$ cat config.mk
export PLATFORM = sky130hd
export DESIGN_NAME = bullet2_palette_encoder
export DESIGN_NICKNAME = d
export VERILOG_FILES = /design/src/rtl/bullet2_palette_encoder.sv
export SDC_FILE = /design/constraint.sdc
export NUM_CORES = 1
export LEC_CHECK = 0
export BUFFER_PORTS_ARGS = -buffer_cell sky130_fd_sc_hd__buf_2
export CAP_MARGIN = 20
export CORE_MARGIN = 3
export CORE_UTILIZATION = 45
export CTS_CLUSTER_SIZE = 30
export DETAILED_ROUTE_END_ITERATION = 8
export PLACE_DENSITY = 0.7
export SKIP_CTS_REPAIR_TIMING = 1
export SLEW_MARGIN = 15
export SYNTH_ARGS = -nofsm -noshare
export SYNTH_HDL_FRONTEND = slang
export SYNTH_SLANG_ARGS = --single-unit
$ cat constraint.sdc
create_clock -name i_clk -period 5.4 [get_ports i_clk]
set_input_delay 0.27 -clock i_clk [delete_from_list [all_inputs] [get_ports i_clk]]
set_output_delay 0.27 -clock i_clk [all_outputs]
set_load 0.1 [all_outputs]
$ cat src/rtl/bullet2_palette_encoder.sv
// Maps an RGB pixel to the nearest entry of a fixed 16-colour palette by L1 distance,
// scanning one candidate per cycle with a valid/ready handshake on both sides.
module bullet2_palette_encoder #(
  parameter bit EARLY_EXIT = 1'b0
) (
  input  logic        i_clk,
  input  logic        i_rst,
  input  logic        i_valid,
  output logic        o_ready,
  input  logic [23:0] i_rgb,
  input  logic        i_opaque,
  output logic        o_valid,
  input  logic        i_ready,
  output logic [3:0]  o_index,
  output logic [9:0]  o_dist
);

  typedef enum logic [1:0] {StIdle, StSearch, StDone} state_e;

  state_e      state_q, state_d;
  logic [3:0]  k_q, k_d;
  logic [3:0]  best_idx_q, best_idx_d;
  logic [9:0]  best_dist_q, best_dist_d;
  logic [23:0] rgb_q, rgb_d;
  logic [3:0]  idx_q, idx_d;
  logic [9:0]  dist_q, dist_d;

  logic [9:0]  cand_dist;
  logic        better;

  function automatic logic [23:0] palette(input logic [3:0] idx);
    logic [23:0] c;
    case (idx)
      4'd0:    c = 24'h000000;
      4'd1:    c = 24'hfefe00;
      4'd2:    c = 24'hffa600;
      4'd3:    c = 24'hf1a60d;
      4'd4:    c = 24'hf2930e;
      4'd5:    c = 24'hea8c0a;
      4'd6:    c = 24'hf1870d;
      4'd7:    c = 24'hff7f00;
      4'd8:    c = 24'hf1830d;
      4'd9:    c = 24'hf17c0d;
      4'd10:   c = 24'hf1720d;
      4'd11:   c = 24'hf1660d;
      4'd12:   c = 24'hf2590c;
      4'd13:   c = 24'hf04b0d;
      4'd14:   c = 24'h925a00;
      default: c = 24'hfd0000;
    endcase
    return c;
  endfunction

  function automatic logic [7:0] absdiff(input logic [7:0] a, input logic [7:0] b);
    return (a >= b) ? (a - b) : (b - a);
  endfunction

  function automatic logic [9:0] l1(input logic [23:0] a, input logic [23:0] b);
    return {2'b00, absdiff(a[23:16], b[23:16])} + {2'b00, absdiff(a[15:8], b[15:8])}
         + {2'b00, absdiff(a[7:0], b[7:0])};
  endfunction

  assign cand_dist = l1(rgb_q, palette(k_q));
  assign better    = cand_dist < best_dist_q;

  always_comb begin
    state_d     = state_q;
    k_d         = k_q;
    best_idx_d  = best_idx_q;
    best_dist_d = best_dist_q;
    rgb_d       = rgb_q;
    idx_d       = idx_q;
    dist_d      = dist_q;
    unique case (state_q)
      StIdle: begin
        if (i_valid) begin
          rgb_d = i_rgb;
          if (!i_opaque) begin
            idx_d   = 4'd0;
            dist_d  = 10'd0;
            state_d = StDone;
          end else begin
            k_d         = 4'd1;
            best_idx_d  = 4'd0;
            best_dist_d = 10'h3ff;
            state_d     = StSearch;
          end
        end
      end
      StSearch: begin
        if (better) begin
          best_idx_d  = k_q;
          best_dist_d = cand_dist;
        end
        if (k_q == 4'd15 || (EARLY_EXIT && cand_dist == 10'd0)) begin
          // Publish the result including this cycle's candidate; k stays put.
          idx_d   = better ? k_q : best_idx_q;
          dist_d  = better ? cand_dist : best_dist_q;
          state_d = StDone;
        end else begin
          k_d = k_q + 4'd1;
        end
      end
      StDone: begin
        if (i_ready) state_d = StIdle;
      end
      default: state_d = StIdle;
    endcase
  end

  always_ff @(posedge i_clk) begin
    if (i_rst) begin
      state_q     <= StIdle;
      k_q         <= 4'd1;
      best_idx_q  <= 4'd0;
      best_dist_q <= 10'h3ff;
      rgb_q       <= 24'd0;
      idx_q       <= 4'd0;
      dist_q      <= 10'd0;
    end else begin
      state_q     <= state_d;
      k_q         <= k_d;
      best_idx_q  <= best_idx_d;
      best_dist_q <= best_dist_d;
      rgb_q       <= rgb_d;
      idx_q       <= idx_d;
      dist_q      <= dist_d;
    end
  end

  assign o_ready = (state_q == StIdle);
  assign o_valid = (state_q == StDone);
  assign o_index = idx_q;
  assign o_dist  = dist_q;

endmodule

=== After elaboration in Yosys (flattened, before gate mapping) ===
Memory sizes are Yosys's and may differ from the RTL's. A register that Yosys moved wholly into a read port is not among the register bits.
Cells that the tools add are included.

* Register bits after elaboration: 58
* Bits in latches: 0
* RAM bits: 0
* ROM bits: 320
* Bits of input ports: 29
* Output and inout port bits: 16
* Word-level logic and storage cells: 67
* Memories: 1

* Add/subtract/negate cells: 9
* $mul: 0
* Divide/modulo/power cells: 0
* Order comparisons: 4
* Equal/unequal tests: 9
* Shifts and indexed selects: 0
* Mux-type cells: 30
* Bitwise logic cells: 0
* Reduce and logical (&&, ||, !) cells: 7

{| class="wikitable"
|+ Memories
! name !! words !! bits a word !! rd ports !! clocked after Yosys merged registers in !! write ports !! line !! source
|-
| (name not given) || 16 || 20 || 1 || 1 || 0 || 33 || <nowiki>case (idx)</nowiki>
|}

{| class="wikitable"
|+ Operators by type and width
! kind !! count
|-
| 10-bit 2-to-1 mux || 6
|-
| 8-bit subtractor || 6
|-
| 4-bit 2-to-1 mux || 11
|-
| 10-bit case mux with 2 select lines || 2
|-
| 8-bit greater-or-equal comparator || 3
|-
| 8-bit 2-to-1 mux || 3
|-
| 4-bit case mux with 2 select lines || 3
|-
| 9-bit by 8-bit adder with 10-bit output || 1
|-
| 10-bit < comparator || 1
|-
| 8-bit by 8-bit adder with 9-bit output || 1
|-
| 2-bit 2-to-1 mux || 4
|-
| 2-bit != test (second input constant) || 4
|-
| 4-bit AND reduction || 2
|-
| 2-bit case mux with 3 select lines || 1
|-
| 3-bit AND reduction || 2
|-
| 4-bit by 1-bit adder with 4-bit output (second input constant) || 1
|-
| 4-bit equality test (second input constant) || 1
|-
| 2-bit by 1-bit != test with 1-bit output (second input constant) || 2
|-
| 2-bit by 1-bit equality test with 1-bit output (second input constant) || 1
|-
| 2-bit equality test (second input constant) || 1
|-
| 2-bit logical NOT || 1
|-
| 2-bit AND reduction || 1
|-
| 2-bit nonzero test || 1
|}

=== Depth between registers and ports, before layout ===
* Depth after elaboration: 8
* Gate-level depth with buffers: 26
* Gate-level depth less buffers: 25

=== Worst setup path after synthesis ===
No wires, ideal clock.

* Kind: reg-to-reg
* Start: register rgb_q[8]
* End: register best_dist_q[0]
* Library setup time: 58 ps
* Arrival: 5131 ps
* Required time: 5342 ps
* Setup slack: 211 ps
* Stages on the path, launching flop included: 24
* Path buffers: 2
* Clock period less this slack: 5189 ps
* Path through: dfxtp_1 > inv_1 > ha_1 > inv_1 > fa_1 > a21o_1 > a21oi_2 > a31oi_1 > a211o_1 > buf_6 > mux2_2 > fa_1 > ha_1 > fa_1 > a211oi_1 > nor2_1 > o31a_1 > o21a_1 > ha_1 > or2_1 > buf_1 > a211oi_2 > or3_1 > a21o_1

* Cells in the longest elaborated chain, start to end: 7
* Elaborated cells between the ends (all ways): 9
* Those cells by class: 4 x add/sub; 2 x order compare; 3 x mux

{| class="wikitable"
|+ Ends and longest elaborated chain
! element !! line !! source
|-
| start: declaration || 24 || <nowiki>logic [23:0] rgb_q, rgb_d;</nowiki>
|-
| start signal: assignment || 125 || <nowiki>rgb_q <= rgb_d;</nowiki>
|-
| 8-bit subtractor / 8-bit greater-or-equal comparator (equally long branches) || 55 || <nowiki>return (a >= b) ? (a - b) : (b - a);</nowiki>
|-
| 8-bit 2-to-1 mux * || 55 ||
|-
| 8-bit by 8-bit adder with 9-bit output * || 59 || <nowiki>return {2'b00, absdiff(a[23:16], b[23:16])} + {2'b00, absdiff(a[15:8], b[15:8])}</nowiki>
|-
| 9-bit by 8-bit adder with 10-bit output * || 60 || <nowiki>+ {2'b00, absdiff(a[7:0], b[7:0])};</nowiki>
|-
| 10-bit < comparator || 64 || <nowiki>assign better = cand_dist < best_dist_q;</nowiki>
|-
| 10-bit 2-to-1 mux * || 91 || <nowiki>if (better) begin</nowiki>
|-
| 10-bit case mux with 2 select lines * || 74 || <nowiki>unique case (state_q)</nowiki>
|-
| end signal: assignment || 124 || <nowiki>best_dist_q <= best_dist_d;</nowiki>
|-
| end: declaration || 23 || <nowiki>logic [9:0] best_dist_q, best_dist_d;</nowiki>
|}

Every way passes the cells marked *; elsewhere a longest branch is shown, timed or not.
A chain may end at the register's enable or synchronous reset.

=== Final worst setup path ===
* Start: register rgb_q[16]
* End: register idx_q[2], in the netlist o_index[2]

* Cells in the longest elaborated chain, start to end: 8
* Elaborated cells between the ends (all ways): 10
* Those cells by class: 4 x add/sub; 2 x order compare; 4 x mux

{| class="wikitable"
|+ Ends and longest elaborated chain
! element !! line !! source
|-
| 8-bit subtractor / 8-bit greater-or-equal comparator (equally long branches) || 55 ||
|-
| 8-bit 2-to-1 mux * || 55 ||
|-
| 8-bit by 8-bit adder with 9-bit output * || 59 ||
|-
| 9-bit by 8-bit adder with 10-bit output * || 60 ||
|-
| 10-bit < comparator * || 64 ||
|-
| 4-bit 2-to-1 mux * || -- ||
|-
| 4-bit 2-to-1 mux * || 95 || <nowiki>if (k_q == 4'd15 || (EARLY_EXIT && cand_dist == 10'd0)) begin</nowiki>
|-
| 4-bit case mux with 2 select lines * || 74 ||
|-
| end signal: assignment || 126 || <nowiki>idx_q <= idx_d;</nowiki>
|-
| end: declaration || 25 || <nowiki>logic [3:0] idx_q, idx_d;</nowiki>
|}

Every way passes the cells marked *; elsewhere a longest branch is shown, timed or not. The select of a mux whose other input is x is not followed.

==> results.json <==
{
  "run_status": "finished with violations",
  "violations": "negative setup slack",
  "final_common_cell": "nand2_1",
  "fmax_mhz": 183.2,
  "vias": 5293,
  "layout_common_cells": "nand2_1 (88), inv_1 (75), dfxtp_1 (72), a21oi_1 (62), ha_1 (55)",
  "synth_warnings": 0,
  "pre_cts_ws_ps": -129.1,
  "clockBufferDepth": 2,
  "worst_pin_slew_ps": 1061,
  "r2r_start": "rgb_q[16]$_SDFFE_PP0P_",
  "crit_type": "flip-flop to flip-flop",
  "drtIter0Drc": 277,
  "rows": 40,
  "initial_utilization_pct": 47.03,
  "wl_per_cell_um": 16.21,
  "endpoint_kind": "flip-flop",
  "finalWorstSetupSlack_ps": -57.18,
  "path_max_fanout": 6,
  "coreArea_sq_um": 12260,
  "required_ps": 5680,
  "crit_arrival_ps": 5740,
  "overflow": 0,
  "htree_levels": 3,
  "skew_ps": 7.659,
  "cts_tree": "done",
  "fin_crit_ps": 5457,
  "area_growth_pct": 20.55,
  "hpwl_um": 11090,
  "synth_edf_count": 0,
  "finalNetCount": 883,
  "ys_seq_elements": 77,
  "viasPerCell": 5.577,
  "io_buffers": 44,
  "drive_above_1_share_pct": 21.00,
  "grt_max_degree": 44,
  "power.density_nw_per_um2": 620.6,
  "syn_inst": 720,
  "cp-start-kind": "flip-flop",
  "cts_buffers": 9,
  "clk_pin_slew_ps": 60,
  "grt_pass1_wl_um": 23960,
  "holdCritStartpoint": "i_rgb[23]",
  "drtAntennaViolNets": 0,
  "max-vdd-ir-drop_v": 0.0004830,
  "die_w_um": 119.2,
  "dieArea_sq_um": 14210,
  "period_share_pct": 101.1,
  "ioPinCount": 45,
  "async_reset_ff_share_pct": 0,
  "antennaDiodeCount": 0,
  "syn_area_per_cell_sq_um": 8.009,
  "totalWireLength_um": 15390,
  "gp_congestion": 0.9185,
  "rsz0062_at_grt": "true",
  "synth_cell_types": 61,
  "setup_viol": 8,
  "insertion_delay_ps": 360,
  "remaining_drc_errors": 0,
  "antenna_found_initial": 0,
  "slew_viol_final": 0,
  "syn_nets": 827,
  "grt_usage_pct": 20.73,
  "cts.sinks": 77,
  "power.static_leakage_nw": 2.996,
  "hold_path_class": "input port to flip-flop",
  "hold_viol": 0,
  "dr.pass1.iters": 5,
  "synth.cell_area_sq_um": 5767,
  "cts-root-buf": "clkbuf_16",
  "cp-startpoint": "rgb_q[16]$_SDFFE_PP0P_",
  "die_h_um": 119.2,
  "max-slew-margin-rel_pct": 29.28,
  "grt_pass1_vias": 4949,
  "fin_tns_setup_ps": -223.3,
  "synth_ff_type": "dfxtp_1",
  "cap_violations": 0,
  "ys_seq_area_share_pct": 26.73
}
-- final timing paths --
check                                                to  slack [ps]  cells after the start
worst max register to register  o_index[2]$_SDFFE_PP0P_         -60                     25
worst min register to register   o_dist[2]$_SDFFE_PP0P_         470                      2
worst max-delay path            o_index[2]$_SDFFE_PP0P_         -60                     25
worst min-delay path             rgb_q[23]$_SDFFE_PP0P_         150                      3
-- metrics by stage --
step	utilization (%)	cells	hold slack (ps)	total power [mW]	instance area, sq um
floorplan	-	720	406.0	2.184	5767
global placement	50.56	916	449.1	2.803	6200
detailed placement	50.56	916	456.5	2.883	6200
CTS	53.01	932	144.2	3.513	6500
global route	56.69	949	160.9	4.599	6952
finish	56.69	949	150.7	4.314	6952
-- worst max-delay path, cell delays in order, from the launching register on --
cell	delay, ps
dfxtp_2	320
inv_2	50
ha_4	120
inv_2	30
fa_2	360
a21o_1	190
a21oi_2	160
a31oi_1	100
a211o_1	340
buf_4	160
mux2_2	290
fa_1	530
ha_4	290
buf_4	130
a21o_1	180
a21oi_1	200
xor2_1	220
inv_1	90
ha_1	200
a211o_1	270
o211ai_1	160
o211ai_4	180
a21oi_4	310
clkbuf_16	220
o2111ai_2	140
o211ai_1	130
-- final cells by class --
type                            instances  area [sq um]
Clock inverter                          6         61.31
Multi-Input combinational cell        529          4070
Sequential cell                        77          1548
Tap cell                              168         210.2
Inverter                               81         304.0
Timing Repair Buffer                   78         519.2
Clock buffer                           10         239.0
Fill cell                            1101          5310
-- power breakdown --
| part | total, mW | switching (mW) | internal [mW] | leakage [nW] |
|---|---|---|---|---|
| logic | 3.01 | 1.68 | 1.33 | 2.22 |
| registers | 0.684 | 0.0554 | 0.629 | 0.632 |
| clock network | 0.620 | 0.250 | 0.369 | 0.149 |
| total | 4.31 | 1.98 | 2.33 | 3.00 |
-- layer usage --
layer	share of wire (%)	vias to the layer above	wire [um]	global-route usage (%)
met5	0	-	0	0
met4	1.8	0	274	8.110
met3	5.3	21	821	3.609
met2	48	151	7345	32.99
met1	45	2510	6944	27.94
li1	-	2611	-	-
-- kinds of logic (layout without fill, tap and decap cells) --
logic type                 after synthesis  after routing  synth area share [%]
AOI/OAI and AO/OA                      204            204                 23.00
and+or+nand+nor                        199            199                 15.40
buffers and inverters                  114            175                 8.006
adders and majority gates               78             78                 18.88
DFF                                     77             77                 26.73
xor gates and xnor gates                24             24                 3.645
muxes                                   24             24                 4.339
-- synthesized netlist by cell type (all sizes together) (2+ instances only) --
master    n  area share [%]
nand2    90             5.9
inv      81             5.3
dfxtp    77              27
a21oi    69             6.3
ha       63              14
nor2     46             3.0
o21ai    34             3.0
o211ai   29             3.9
clkbuf   20             1.3
mux2i    19             3.3
nor3     16             1.5
fa       15             5.2
nand3    15             1.4
buf      13             1.4
a21o     12             1.6
xnor2    12             1.8
xor2     12             1.8
nand4    11             1.2
a211oi    9             1.3
o21a      8             1.0
nor2b     7            0.76
a31oi     6            0.65
a211o     5            0.76
a21boi    5            0.65
mux2      5             1.0
o22ai     5            0.54
o2111ai   4            0.61
o41ai     4            0.61
nand2b    3            0.33
a41oi     2            0.30
and3      2            0.22
nor4      2            0.33
o21bai    2            0.26
o22a      2            0.30
o31ai     2            0.35
or2       2            0.22
or3       2            0.22
Power figures use the tool's default switching activity.
